[src/rtl/operand_loader_if.sv]
// Host-side bundle of the operand loader: load request, word stream, BRAM port-2 write
// and the mon_prod start/stop handshake. The master is the host, the slave the loader.
interface operand_loader_if #(
  parameter int ABITS = 8,
  parameter int DBITS = 256,
  parameter int WBITS = 32
);
  logic             load_go;
  logic [ABITS-1:0] base_addr;
  logic [ABITS-1:0] num_lines;
  logic             in_valid;
  logic [WBITS-1:0] in_data;
  logic             in_last;
  logic             in_ready;
  logic [ABITS-1:0] wr_addr2;
  logic [DBITS-1:0] wr_data2;
  logic             wr_en2;
  logic             mp_start;
  logic             mp_stop;
  logic             busy;
  logic             done;

  modport master (
    output load_go, base_addr, num_lines, in_valid, in_data, in_last, mp_stop,
    input  in_ready, wr_addr2, wr_data2, wr_en2, mp_start, busy, done
  );

  modport slave (
    input  load_go, base_addr, num_lines, in_valid, in_data, in_last, mp_stop,
    output in_ready, wr_addr2, wr_data2, wr_en2, mp_start, busy, done
  );
endinterface

[src/rtl/operand_loader.sv]
// Packs a WBITS word stream into DBITS lines, writes them through BRAM port 2, then runs
// the mon_prod start/stop handshake. Define OPLOAD_ZPAD_EN to let in_last end a line early.
module operand_loader #(
  parameter int ABITS = 8,
  parameter int DBITS = 256,
  parameter int WBITS = 32
) (
  input  logic                 clk,
  input  logic                 rst_n,
  operand_loader_if.slave      bus
);
  localparam int NWORDS = DBITS / WBITS;
  localparam int WCW    = (NWORDS > 1) ? $clog2(NWORDS) : 1;

  typedef enum logic [2:0] {IDLE, FILL, WRITE, LAUNCH, WAIT, DONE} state_t;

  state_t           state;
  logic [ABITS-1:0] base_q;
  logic [ABITS-1:0] num_q;
  logic [ABITS-1:0] line_idx;
  logic [WCW-1:0]   word_cnt;
  logic [DBITS-1:0] pack;
  logic [DBITS-1:0] next_line;
  logic             line_end;

  // NOTE: every variable written in always_comb gets a default first, so no path can
  // leave it unassigned and infer a latch.
  always_comb begin
    next_line = pack;
    next_line[word_cnt*WBITS +: WBITS] = bus.in_data;
  end

`ifdef OPLOAD_ZPAD_EN
  assign line_end = (word_cnt == WCW'(NWORDS - 1)) || bus.in_last;
`else
  assign line_end = (word_cnt == WCW'(NWORDS - 1));
  logic unused_last;
  assign unused_last = bus.in_last;
`endif

  // NOTE: state is updated with non-blocking assignments so every register samples the
  // values from before the edge, independent of statement order.
  always_ff @(posedge clk or negedge rst_n) begin
    if (!rst_n) begin
      state        <= IDLE;
      base_q       <= '0;
      num_q        <= '0;
      line_idx     <= '0;
      word_cnt     <= '0;
      pack         <= '0;
      bus.in_ready <= 1'b0;
      bus.wr_addr2 <= '0;
      bus.wr_data2 <= '0;
      bus.wr_en2   <= 1'b0;
      bus.mp_start <= 1'b0;
      bus.busy     <= 1'b0;
      bus.done     <= 1'b0;
    end else begin
      case (state)
        IDLE: begin
          if (bus.load_go) begin
            base_q   <= bus.base_addr;
            num_q    <= bus.num_lines;
            line_idx <= '0;
            word_cnt <= '0;
            pack     <= '0;
            bus.busy <= 1'b1;
            if (bus.num_lines != '0) begin
              state        <= FILL;
              bus.in_ready <= 1'b1;
            end else begin
              state        <= LAUNCH;
              bus.mp_start <= 1'b1;
            end
          end
        end
        FILL: begin
          if (bus.in_valid) begin
            if (line_end) begin
              // Unfilled upper words stay zero because pack is cleared per line.
              state        <= WRITE;
              bus.in_ready <= 1'b0;
              bus.wr_en2   <= 1'b1;
              bus.wr_addr2 <= base_q + line_idx;
              bus.wr_data2 <= next_line;
              pack         <= '0;
              word_cnt     <= '0;
            end else begin
              pack     <= next_line;
              word_cnt <= word_cnt + WCW'(1);
            end
          end
        end
        WRITE: begin
          bus.wr_en2 <= 1'b0;
          line_idx   <= line_idx + ABITS'(1);
          if (line_idx + ABITS'(1) == num_q) begin
            state        <= LAUNCH;
            bus.mp_start <= 1'b1;
          end else begin
            state        <= FILL;
            bus.in_ready <= 1'b1;
          end
        end
        // One guaranteed WAIT cycle gives mon_prod its start edge even if stop is stale.
        LAUNCH: state <= WAIT;
        WAIT: begin
          if (bus.mp_stop) begin
            state        <= DONE;
            bus.mp_start <= 1'b0;
            bus.done     <= 1'b1;
          end
        end
        DONE: begin
          state    <= IDLE;
          bus.done <= 1'b0;
          bus.busy <= 1'b0;
        end
        default: state <= IDLE;
      endcase
    end
  end
endmodule

[src/flat_wrapper.sv]
// flat-port wrapper written by rule: the top's interface ports become plain ports
module operand_loader_flat 
#(
  parameter int ABITS = 8,
  parameter int DBITS = 256,
  parameter int WBITS = 32
)
  (clk, rst_n, bus_load_go, bus_base_addr, bus_num_lines, bus_in_valid, bus_in_data, bus_in_last, bus_mp_stop, bus_in_ready, bus_wr_addr2, bus_wr_data2, bus_wr_en2, bus_mp_start, bus_busy, bus_done);
  operand_loader_if #(.ABITS(ABITS), .DBITS(DBITS), .WBITS(WBITS)) bus_i ();
  input  logic clk;
  input  logic rst_n;
  input wire logic [$bits(bus_i.load_go)-1:0] bus_load_go;
  input wire logic [$bits(bus_i.base_addr)-1:0] bus_base_addr;
  input wire logic [$bits(bus_i.num_lines)-1:0] bus_num_lines;
  input wire logic [$bits(bus_i.in_valid)-1:0] bus_in_valid;
  input wire logic [$bits(bus_i.in_data)-1:0] bus_in_data;
  input wire logic [$bits(bus_i.in_last)-1:0] bus_in_last;
  input wire logic [$bits(bus_i.mp_stop)-1:0] bus_mp_stop;
  output wire logic [$bits(bus_i.in_ready)-1:0] bus_in_ready;
  output wire logic [$bits(bus_i.wr_addr2)-1:0] bus_wr_addr2;
  output wire logic [$bits(bus_i.wr_data2)-1:0] bus_wr_data2;
  output wire logic [$bits(bus_i.wr_en2)-1:0] bus_wr_en2;
  output wire logic [$bits(bus_i.mp_start)-1:0] bus_mp_start;
  output wire logic [$bits(bus_i.busy)-1:0] bus_busy;
  output wire logic [$bits(bus_i.done)-1:0] bus_done;
  assign bus_i.load_go = bus_load_go;
  assign bus_i.base_addr = bus_base_addr;
  assign bus_i.num_lines = bus_num_lines;
  assign bus_i.in_valid = bus_in_valid;
  assign bus_i.in_data = bus_in_data;
  assign bus_i.in_last = bus_in_last;
  assign bus_i.mp_stop = bus_mp_stop;
  assign bus_in_ready = bus_i.in_ready;
  assign bus_wr_addr2 = bus_i.wr_addr2;
  assign bus_wr_data2 = bus_i.wr_data2;
  assign bus_wr_en2 = bus_i.wr_en2;
  assign bus_mp_start = bus_i.mp_start;
  assign bus_busy = bus_i.busy;
  assign bus_done = bus_i.done;
  operand_loader #(.ABITS(ABITS), .DBITS(DBITS), .WBITS(WBITS)) u_core (.clk(clk), .rst_n(rst_n), .bus(bus_i));
endmodule
[config.mk]
export PLATFORM = sky130hd
export DESIGN_NAME = operand_loader_flat
export DESIGN_NICKNAME = d
export VERILOG_FILES = /design/src/rtl/operand_loader_if.sv /design/src/rtl/operand_loader.sv /design/src/flat_wrapper.sv
export SDC_FILE = /design/constraint.sdc
export NUM_CORES = 1
export LEC_CHECK = 0
export ABC_AREA = 1
export CORE_UTILIZATION = 30
export DETAILED_ROUTE_END_ITERATION = 7
export PLACE_DENSITY_LB_ADDON = 0.08
export REMOVE_ABC_BUFFERS = 1
export SYNTH_ARGS = -nofsm -noshare
export SYNTH_HDL_FRONTEND = slang
export SYNTH_SLANG_ARGS = --single-unit
[constraint.sdc]
create_clock -name clk -period 6.7 [get_ports clk]
set_input_delay 1.34 -clock clk [delete_from_list [all_inputs] [get_ports clk]]
set_output_delay 1.34 -clock clk [all_outputs]
set_load 0.01 [all_outputs]
# ---- Word-level counts from Yosys, hierarchy flattened
# Index checks and enable logic that the tools add are counted.
dict set report totals {
  latchBits 0
  out_inout_bits 269
  memories 0
  ramBits 0
  romBits 0
  regBits 555
}
dict set report classes {
  n_mul 0
  n_mux 36
  order_cmp 0
  shifts 2
  bitwise 0
  eq_ne 15
  div 0
  n_reduce_logical 19
  n_addsub 4
}
# cell count
set ops {}
lappend ops {{2-to-1 mux 256 bit} 3}
lappend ops {{one-hot mux 256 bit (2 select lines)} 1}
lappend ops {{bitwise mux 256 bit} 1}
lappend ops {{variable shift 32 x 34 -> 256 bit (first input constant)} 1}
lappend ops {{indexed part select 32 x 34 -> 256 bit} 1}
lappend ops {{negator 8 -> 34 bit} 1}
lappend ops {{2-to-1 mux 3 bit} 7}
lappend ops {{one-hot mux 8 bit (2 select lines)} 1}
lappend ops {{one-hot mux 3 bit (5 select lines)} 1}
lappend ops {{2-to-1 mux 1 bit} 13}
lappend ops {{!= test 2 bit (second input constant)} 5}
lappend ops {{nonzero test 2 bit} 5}
lappend ops {{equality test 3 bit (second input constant)} 3}
lappend ops {{AND reduction 3 bit} 3}
lappend ops {{adder 8 x 1 -> 8 bit (second input constant)} 1}
lappend ops {{adder 8 bit} 1}
lappend ops {{equality test 8 bit} 1}
lappend ops {{2-to-1 mux 8 bit} 1}
lappend ops {{AND reduction 2 bit} 4}
lappend ops {{nonzero test 8 bit} 1}
lappend ops {{equality test 3 x 2 -> 1 bit (second input constant)} 2}
lappend ops {{!= test 2 x 1 -> 1 bit (second input constant)} 3}
lappend ops {{one-hot mux 1 bit (2 select lines)} 3}
lappend ops {{one-hot mux 1 bit (3 select lines)} 2}
lappend ops {{9 further kinds} 11}

# ---- Longest topological paths before layout
dict set report depth {
  ltp_word 6
  depth_mapped 14
  ltp_nobuf 14
}

# ---- Worst setup path after synthesis
# No wires, ideal clock.
dict set report synth_path {
  path_kind {input port to flip-flop}
  from {in bus_load_go}
  to {reg u_core.pack[141]}
  path_buffers 2
  arrival_time_ps 2208
  stages 8
  slack_ps 4362
  setup_ps 130
  cell_sequence {inv_1 nor2_8 inv_2 nand2_4 nand3_4 buf_2 buf_2 o22ai_1}
}
dict set report synth_via {
  elab_chain_cells 2
}
# item line_no
set synth_lines {}
lappend synth_lines {{start, declared} flat_wrapper.sv:12} ;# input wire logic [$bits(bus_i.load_go)-1:0] bus_load_go;
lappend synth_lines {{!= test 2 bit (no line)} -}
lappend synth_lines {{AND reduction 3 bit (no line)} -}
lappend synth_lines {{end signal, assigned} operand_loader.sv:89} ;# pack <= next_line;
lappend synth_lines {{end, declared} operand_loader.sv:22} ;# logic [DBITS-1:0] pack;
# Every way passes these cells.
# A chain may end at the register's enable or synchronous reset.

# ---- Worst setup path in the final report
dict set report layout_path {
  from {in bus_in_valid}
  to {reg u_core.pack[128]}
}
dict set report layout_via {
  elab_chain_cells 2
}
# item line_no
set layout_lines {}
lappend layout_lines {{start, declared} flat_wrapper.sv:15} ;# input wire logic [$bits(bus_i.in_valid)-1:0] bus_in_valid;
lappend layout_lines {{!= test 2 bit (no line)} -}
lappend layout_lines {{AND reduction 3 bit (no line)} -}
# Every way passes these cells.

==> impl_metrics.json <==
{
  "dp.cells": 3821,
  "via_per_inst": 4.794,
  "synthDistinctLibCells": 35,
  "hold_path_class": "reg2reg",
  "finalCritPeriodShare_pct": 61.50,
  "antenna_found_initial": 0,
  "grt_pass1_wl_um": 112400,
  "gp_congestion": 0.7764,
  "fp.dieH_um": 281.5,
  "maxCapViolations": 0,
  "tightest_slew_ns": 1.216,
  "antenna_violating_nets_post_route": 0,
  "wl_met3_um": 4003,
  "num_vias": 18849,
  "yosysSeqAreaShare_pct": 59.24,
  "wl_met2_um": 34000,
  "wl_per_cell_um": 18.41,
  "critical_path.startpoint_type": "input port",
  "fin_cells": 3932,
  "intPower_mw": 6.764,
  "p_switching_mw": 3.681,
  "path_cells": "clkdlybuf4s50_1 -> nand2_4 -> nand2_8 -> nand3_4 -> buf_4 -> buf_4 -> o22ai_1",
  "grt_max_degree": 195,
  "grt_pass1_vias": 18544,
  "numCtsBuffers": 66,
  "cts_resized": 0,
  "met1Wirelength_um": 32810,
  "core_um2": 77340,
  "root_buffer": "clkbuf_16",
  "ys_seq_elements": 555,
  "drive_gt1_share_pct": 5.256,
  "whs_ns": 0.4730,
  "hold_viol_final": 0,
  "first_pass_iters": 8,
  "clk_latency_ns": 0.59,
  "synthesis.area_um2": 23440,
  "synth_area_per_cell_um2": 8.975,
  "violations": "design-rule violations",
  "fmax_mhz": 242.7,
  "io_pins": 323,
  "final_area_um2": 29510,
  "power_leakage_nw": 13.54,
  "fin_tns_setup_ns": 0,
  "power_density_nw_per_um2": 354.0,
  "p_comb_share_pct": 28.3,
  "start_util_pct": 30.31,
  "swShare_pct": 35.24,
  "slowest_delay_ns": 0.87,
  "insertedDiodeCount": 0,
  "finalCriticalPeriod_ns": 4.120,
  "critPathKind": "in2reg",
  "grt_setup_unrepaired": "no",
  "cp_common_cell": "buf_4",
  "slew_headroom_pct": 18.90,
  "die_w_um": 281.5,
  "dieArea_um2": 79260,
  "fin_nets": 2916,
  "seqPwrFrac_pct": 38.3,
  "setup.worst_path.end_class": "flip-flop",
  "cpMaxStageDelayCell": "buf_4",
  "ys_warn_count": 0,
  "pwr-share-clk_pct": 33.4,
  "cts_num_sinks": 555,
  "critical_path.top_delay_family": "buffers and inverters",
  "syn_inst": 2612,
  "fin_skew_ns": 0.02071,
  "cts_tree": "yes",
  "clk_path_buf_depth": 3,
  "io_buffers": 321,
  "reg2regPathDepth": 9,
  "post_cts_buffers": 0,
  "first_iter_violations": 1148,
  "report.final.slew_viol_count": 0,
  "overflow": 0,
  "rows": 102,
  "route.detailed.drc": 1,
  "status": "finished, violations left",
  "cts_htree_levels": 3,
  "cp_data_required_time_ns": 7.10,
  "path_depth": 7,
  "hold_buffers": 0,
  "hold_depth": 2,
  "placed_area_um2": 27420,
  "ir_drop_mv": 0.2481,
  "crit_fanout": 81,
  "hpwlAfterDp_um": 42550,
  "clk_pin_slew_ns": 0.06,
  "cp_num_buf_inv": 3,
  "setup_viol": 0,
  "area_growth_pct": 25.88,
  "cp.arrival_ns": 4.52,
  "grt_usage_pct": 18.35,
  "routed.top_layer": "met4",
  "routed_wl_um": 72390
}
[state kept, by name, summed over array words and instances, names as in the netlist, 3 cells and up]
| name | cells |
|---|---|
| u_core.bus.wr_addr2 | 8 |
| u_core.bus.wr_data2 | 256 |
| u_core.line_idx | 8 |
| u_core.base_q | 8 |
| u_core.pack | 256 |
| u_core.state | 3 |
| u_core.num_q | 8 |
| u_core.word_cnt | 3 |
[layout by cell type, fill, tap and decap left out, types with 2 or more instances in the layout]
master / count
inv_6: 2
nand4_1: 2
nand3_1: 90
clkinv_2: 12
o31ai_1: 2
xnor2_1: 2
clkbuf_8: 17
nand3_4: 3
clkbuf_1: 9
nor2_4: 5
nor4_1: 2
o21ai_1: 42
o22ai_1: 195
buf_12: 4
nand2_1: 629
a21oi_1: 26
dfrtp_1: 554
o21ai_0: 546
inv_2: 6
clkdlybuf4s50_1: 320
nand2_4: 4
clkinvlp_4: 2
buf_4: 18
xor2_1: 3
inv_1: 263
ha_1: 12
o21a_1: 2
clkbuf_16: 69
nor3_1: 2
nor2_1: 35
[per-stage QoR]
| stage | utilization (%) | setup WS [ns] | total power [mW] |
|---|---|---|---|
| floorplan | - | 0.7278 | 5.752 |
| global placement | 35.46 | 2.019 | 6.989 |
| detailed placement | 35.46 | 1.949 | 7.044 |
| CTS | 38.15 | 2.580 | 10.61 |
| global route | 38.15 | 2.456 | 11.11 |
| finish | 38.15 | 2.580 | 10.45 |
[tightest hold or removal path, delay by kind of cell (launching register included)]
family,cells,cell delay [ns]
and+or+nand+nor,2,0.11
DFF,1,0.34
[cell families after synthesis]
family	Yosys count	synth area share [%]
compound gates	814	18.47
simple gates	779	13.47
flops	555	59.24
buf+inv	446	7.905
fa+ha+maj	13	0.7259
xor+xnor	5	0.1868
[power groups by stage]
stage / clock network, mW / logic (mW) / registers (mW)
after floorplan: 0 / 1.66 / 4.09
after global placement: 0 / 2.94 / 4.05
after detailed placement: 0 / 2.99 / 4.06
after CTS: 3.61 / 3.00 / 4.00
after global routing: 3.75 / 3.32 / 4.05
final: 3.49 / 2.96 / 4.00
[cell type report]
type / count / area (um2)
clock buffers: 95 / 1994
clock inverters: 16 / 92.59
fillers: 7801 / 47830
inverters: 272 / 1031
multi-input cells: 1611 / 7766
flip-flops and latches: 555 / 13890
well taps: 1040 / 1301
repair buffers: 343 / 3433
[cell usage after synthesis (all sizes together)]
master,number,area [um2]
nand4,3,25.02
nand2,634,2395
fa,1,20.02
and3,1,6.260
o31ai,2,15.01
a21oi,26,130.1
nor2,42,214.0
inv,271,1017
xor2,3,26.28
dfrtp,555,13890
clkinv,1,3.750
ha,12,150.1
xnor2,2,17.52
nor3,3,20.02
buf,90,516.7
clkbuf,84,315.3
o22ai,195,1220
nand3,93,478.0
nor4,2,12.51
o21bai,1,7.510
o21ai,588,2943
or2,1,6.260
o21a,2,15.01
[layer usage]
metal,vias up,track usage [%]
li1,9166,-
met1,9181,24.51
met2,414,29.67
met3,88,4.052
met4,0,5.463
met5,-,0
[final timing paths]
| kind | from | end | slack (ns) |
|---|---|---|---|
| min reg2reg | u_core.bus.wr_addr2[0]$_DFFE_PN0P_ | u_core.bus.wr_addr2[0]$_DFFE_PN0P_ | 0.47 |
| max reg2reg | u_core.state[1]$_DFFE_PN0P_ | u_core.pack[128]$_DFFE_PN0P_ | 3.17 |
| max in group asynchronous | rst_n | u_core.word_cnt[0]$_DFFE_PN0P_ | 4.41 |
| max | bus_in_valid | u_core.pack[128]$_DFFE_PN0P_ | 2.58 |
| min in group asynchronous | rst_n | u_core.bus.wr_data2[82]$_DFFE_PN0P_ | 0.78 |
| min | u_core.bus.wr_addr2[0]$_DFFE_PN0P_ | u_core.bus.wr_addr2[0]$_DFFE_PN0P_ | 0.47 |
No activity file was read; power rests on OpenSTA's default activity.
==> RTL edit 1, RTL diff (same flow settings) <==
`WBITS` is set to 32 in 3 places; all go to 64.
--- a/src/rtl/operand_loader_if.sv
+++ b/src/rtl/operand_loader_if.sv
@@ -4,5 +4,5 @@
   parameter int ABITS = 8,
   parameter int DBITS = 256,
-  parameter int WBITS = 32
+  parameter int WBITS = 64
 );
   logic             load_go;
--- a/src/rtl/operand_loader.sv
+++ b/src/rtl/operand_loader.sv
@@ -4,5 +4,5 @@
   parameter int ABITS = 8,
   parameter int DBITS = 256,
-  parameter int WBITS = 32
+  parameter int WBITS = 64
 ) (
   input  logic                 clk,
--- a/src/flat_wrapper.sv
+++ b/src/flat_wrapper.sv
@@ -4,5 +4,5 @@
   parameter int ABITS = 8,
   parameter int DBITS = 256,
-  parameter int WBITS = 32
+  parameter int WBITS = 64
 )
   (clk, rst_n, bus_load_go, bus_base_addr, bus_num_lines, bus_in_valid, bus_in_data, bus_in_last, bus_mp_stop, bus_in_ready, bus_wr_addr2, bus_wr_data2, bus_wr_en2, bus_mp_start, bus_busy, bus_done);
Ports: changed (resized bus_in_data); port bits go from 323 to 355. The function was not compared with the original's and may differ.
==> RTL edit 1 against the original RTL <==
- final area up 8.3%
- sequential cell count down 1
- synthesized cell count up 1.6%
- setup slack better by 0.050 ns
- wire length up 10%
- sequential power up 3%
- first-iteration DRC count down 11%
- area after synthesis up 8.4%
- power up 13%
- critical path type unchanged
- critical endpoint is now u_core.pack[213]
- highest routed layer unchanged
==> RTL edit 1: results <==
{
  "status": "finished clean",
  "crit_start": "bus_load_go",
  "grt_pass1_wl_um": 124000,
  "cts-buffers-inserted": 69,
  "io_buffers": 353,
  "cp_max_fo": 45,
  "die_area_um2": 85800,
  "powerSeq_w": 0.00413,
  "nClkBuffers": 111,
  "dp_slack_ns": 2.01,
  "pwr-share-clk": 0.312,
  "gp_congestion": 0.771,
  "diodes": 1,
  "met3_usage": 0.0340,
  "wl_met1_um": 35100,
  "n_fill_cell": 8331,
  "syn_to_final_growth_pct": 25.8,
  "hp-start": "u_core.bus.mp_start",
  "syn_inst": 2655,
  "hold_slack_ns": 0.471,
  "tightestPinTransition_ns": 1.29,
  "clkCellAreaFrac": 0.0695,
  "synth.area.top_cells": "dfrtp_1, o22ai_2, inv_1",
  "clock-skew-final_ns": 0.0194,
  "vias_per_cell": 4.74,
  "grt_use_met2": 0.317
}
-- RTL edit 1: changes by cell type in the layout (fill, tap and decap cells not counted), moves of 39 or more --
| cell | delta |
|---|---|
| o22ai_1 | +39 |
| o22ai_2 | +210 |
| o21ai_0 | -466 |
| inv_1 | +279 |
| nand2_1 | -189 |
| o21ai_1 | +210 |
-- RTL edit 1: critical path: cells and delay by family --
kind / cells / cell delay, ns
buffers and inverters: 5 / 2.14
AND/OR/NAND/NOR: 2 / 0.74
AO/OA/AOI/OAI: 1 / 0.16
-- RTL edit 1: kinds of logic (layout without fill, tap and decap cells) --
kind of cell / Yosys count / after routing / share of synthesized area
buffers and inverters: 731 / 1060 / 0.121
and+or+nand+nor: 537 / 537 / 0.0855
other: 0 / 1 / 0
DFF: 554 / 554 / 0.546
AOI/OAI and AO/OA: 812 / 812 / 0.238
adders and majority gates: 15 / 15 / 0.00768
xor gates and xnor gates: 6 / 6 / 0.00207
==> RTL edit 2, RTL diff (config.mk and constraints unchanged) <==
Without the edit above. Reset style: synchronous (`rst_n`), changed in one clocked block.
--- a/src/rtl/operand_loader.sv
+++ b/src/rtl/operand_loader.sv
@@ -41,5 +41,5 @@
   // NOTE: state is updated with non-blocking assignments so every register samples the
   // values from before the edge, independent of statement order.
-  always_ff @(posedge clk or negedge rst_n) begin
+  always_ff @(posedge clk) begin
     if (!rst_n) begin
       state        <= IDLE;
Check against the original RTL: not settled (the Yosys comparison gave no result); the edit may change what the design does.
==> RTL edit 2 against the original RTL <==
- area after synthesis up 3.2%
- setup slack lost 0.39 ns
- sequential cell count is the same
- final area is 1.7% higher
- wire length rose by 14%
- synthesized cell count grew 27%
- largest cell class unchanged
Power is not compared: it rests on default switching activity, and its combinational part moved more than twofold at a synthesized area within 25%.
==> RTL edit 2: results <==
{
  "diodes": 2,
  "initialDrtViolationCount": 1391,
  "dpl.hpwl_um": 49800,
  "cts-buffers-inserted": 68,
  "n_fill_cell": 8308,
  "cp_data_arrival_time_ns": 4.96,
  "clkCellAreaFrac": 0.0754,
  "nFlopsAndLatches": 555,
  "vias": 22100,
  "synth_ff_type": "dfxtp_1",
  "gp_congestion": 0.779,
  "antenna_found_initial": 1,
  "nonClkBufAreaFrac": 0.114,
  "cp_max_fo": 44,
  "status": "finished clean",
  "endpoint": "u_core.pack[131]",
  "path_class": "reg2reg",
  "synthDistinctLibCells": 36,
  "drive_gt1_frac": 0.0428,
  "multiInputCombCellCount": 2169,
  "dr.pass1.iters": 5,
  "stdcell_count": 4600,
  "grt_use_total": 0.196,
  "worstReg2RegStart": "u_core.word_cnt[0]",
  "grt_max_degree": 143,
  "hold_path_end": "u_core.pack[87]",
  "synth_top_cells_by_count": "nand2_1, dfxtp_1, o21ai_0",
  "num-nets-final": 3568,
  "crit_path_top_delay_cell": "nand4_1",
  "synthArstFlopShare": 0,
  "inverters": 361,
  "top_regs": "u_core.bus.wr_data2: 256 flops, u_core.pack: 256 flops",
  "multi_input_area_share": 0.351,
  "syn_inst": 3330,
  "hp-start": "u_core.pack[87]",
  "nClkBuffers": 107,
  "grt_pass1_vias": 20900,
  "avgRoutedWirePerCell_um": 17.9,
  "p_leak_nw": 12.4,
  "synth.area.top_cells": "dfxtp_1, nand2_1, o21ai_0",
  "grt_pass1_wl_um": 124000,
  "signal_buffers": 343,
  "ys_seq_area_frac": 0.459,
  "clock-skew-final_ns": 0.0167,
  "io_buffers": 321,
  "clk_latency_ns": 0.61,
  "fin_ws_ns": 2.19,
  "whs_path_depth": 2,
  "cpPeakStageDelay_ns": 0.93,
  "dp_slack_ns": 1.80,
  "htree_levels": 3,
  "dp_cells": 4478,
  "tightestPinTransition_ns": 1.23,
  "regArea_um2": 11100,
  "clk_pin_slew_ns": 0.06
}
-- RTL edit 2: cell types whose count changed after synthesis, sizes merged, moves of 3 or more --
cell,delta
o21a,+235
buf,+8
o21ai,-99
o22ai,-174
a21oi,+267
inv,+87
ha,+3
nor2,+57
dfrtp,-555
clkbuf,+63
xor2,+3
dfxtp,+555
nand2,+261
-- RTL edit 2: per-layer routing --
| layer | routed length (um) | global-route usage | vias up | share of wire |
|---|---|---|---|---|
| met3 | 3850 | 0.0306 | 138 | 0.047 |
| li1 | - | - | 11100 | - |
| met1 | 38100 | 0.258 | 10400 | 0.46 |
| met5 | 0 | 0 | - | 0 |
| met4 | 2260 | 0.0678 | 0 | 0.027 |
| met2 | 38300 | 0.324 | 489 | 0.46 |
-- RTL edit 2: where the power goes --
| part | total, W | internal, W | leakage (nW) | switching [W] |
|---|---|---|---|---|
| combinational | 0.000496 | 0.000103 | 6.84 | 0.000393 |
| clock | 0.00374 | 0.00226 | 1.11 | 0.00148 |
| sequential | 0.00335 | 0.00332 | 4.47 | 0.0000214 |
| total | 0.00758 | 0.00569 | 12.4 | 0.00189 |
-- RTL edit 2: per-stage QoR --
stage	util	hold WS [ns]	setup TNS, ns	cell area, um2
after floorplan	-	0.441	-1216.84	22900
after global placement	0.349	0.447	0	27700
after detailed placement	0.349	0.452	0	27700
after CTS	0.378	0.461	0	30000
after global routing	0.378	0.471	0	30000
final	0.378	0.459	0	30000
-- RTL edit 2: logic make-up (layout without fill, tap and decap cells) --
group,count (synthesis),after routing,share of synthesized area
AO/OA/AOI/OAI,1047,1047,0.243
XOR/XNOR,7,7,0.00253
adder cells (fa/ha/maj),16,16,0.00858
buffers and inverters,606,824,0.109
flip-flops,555,555,0.459
other,0,2,0
AND/OR/NAND/NOR,1099,1099,0.178
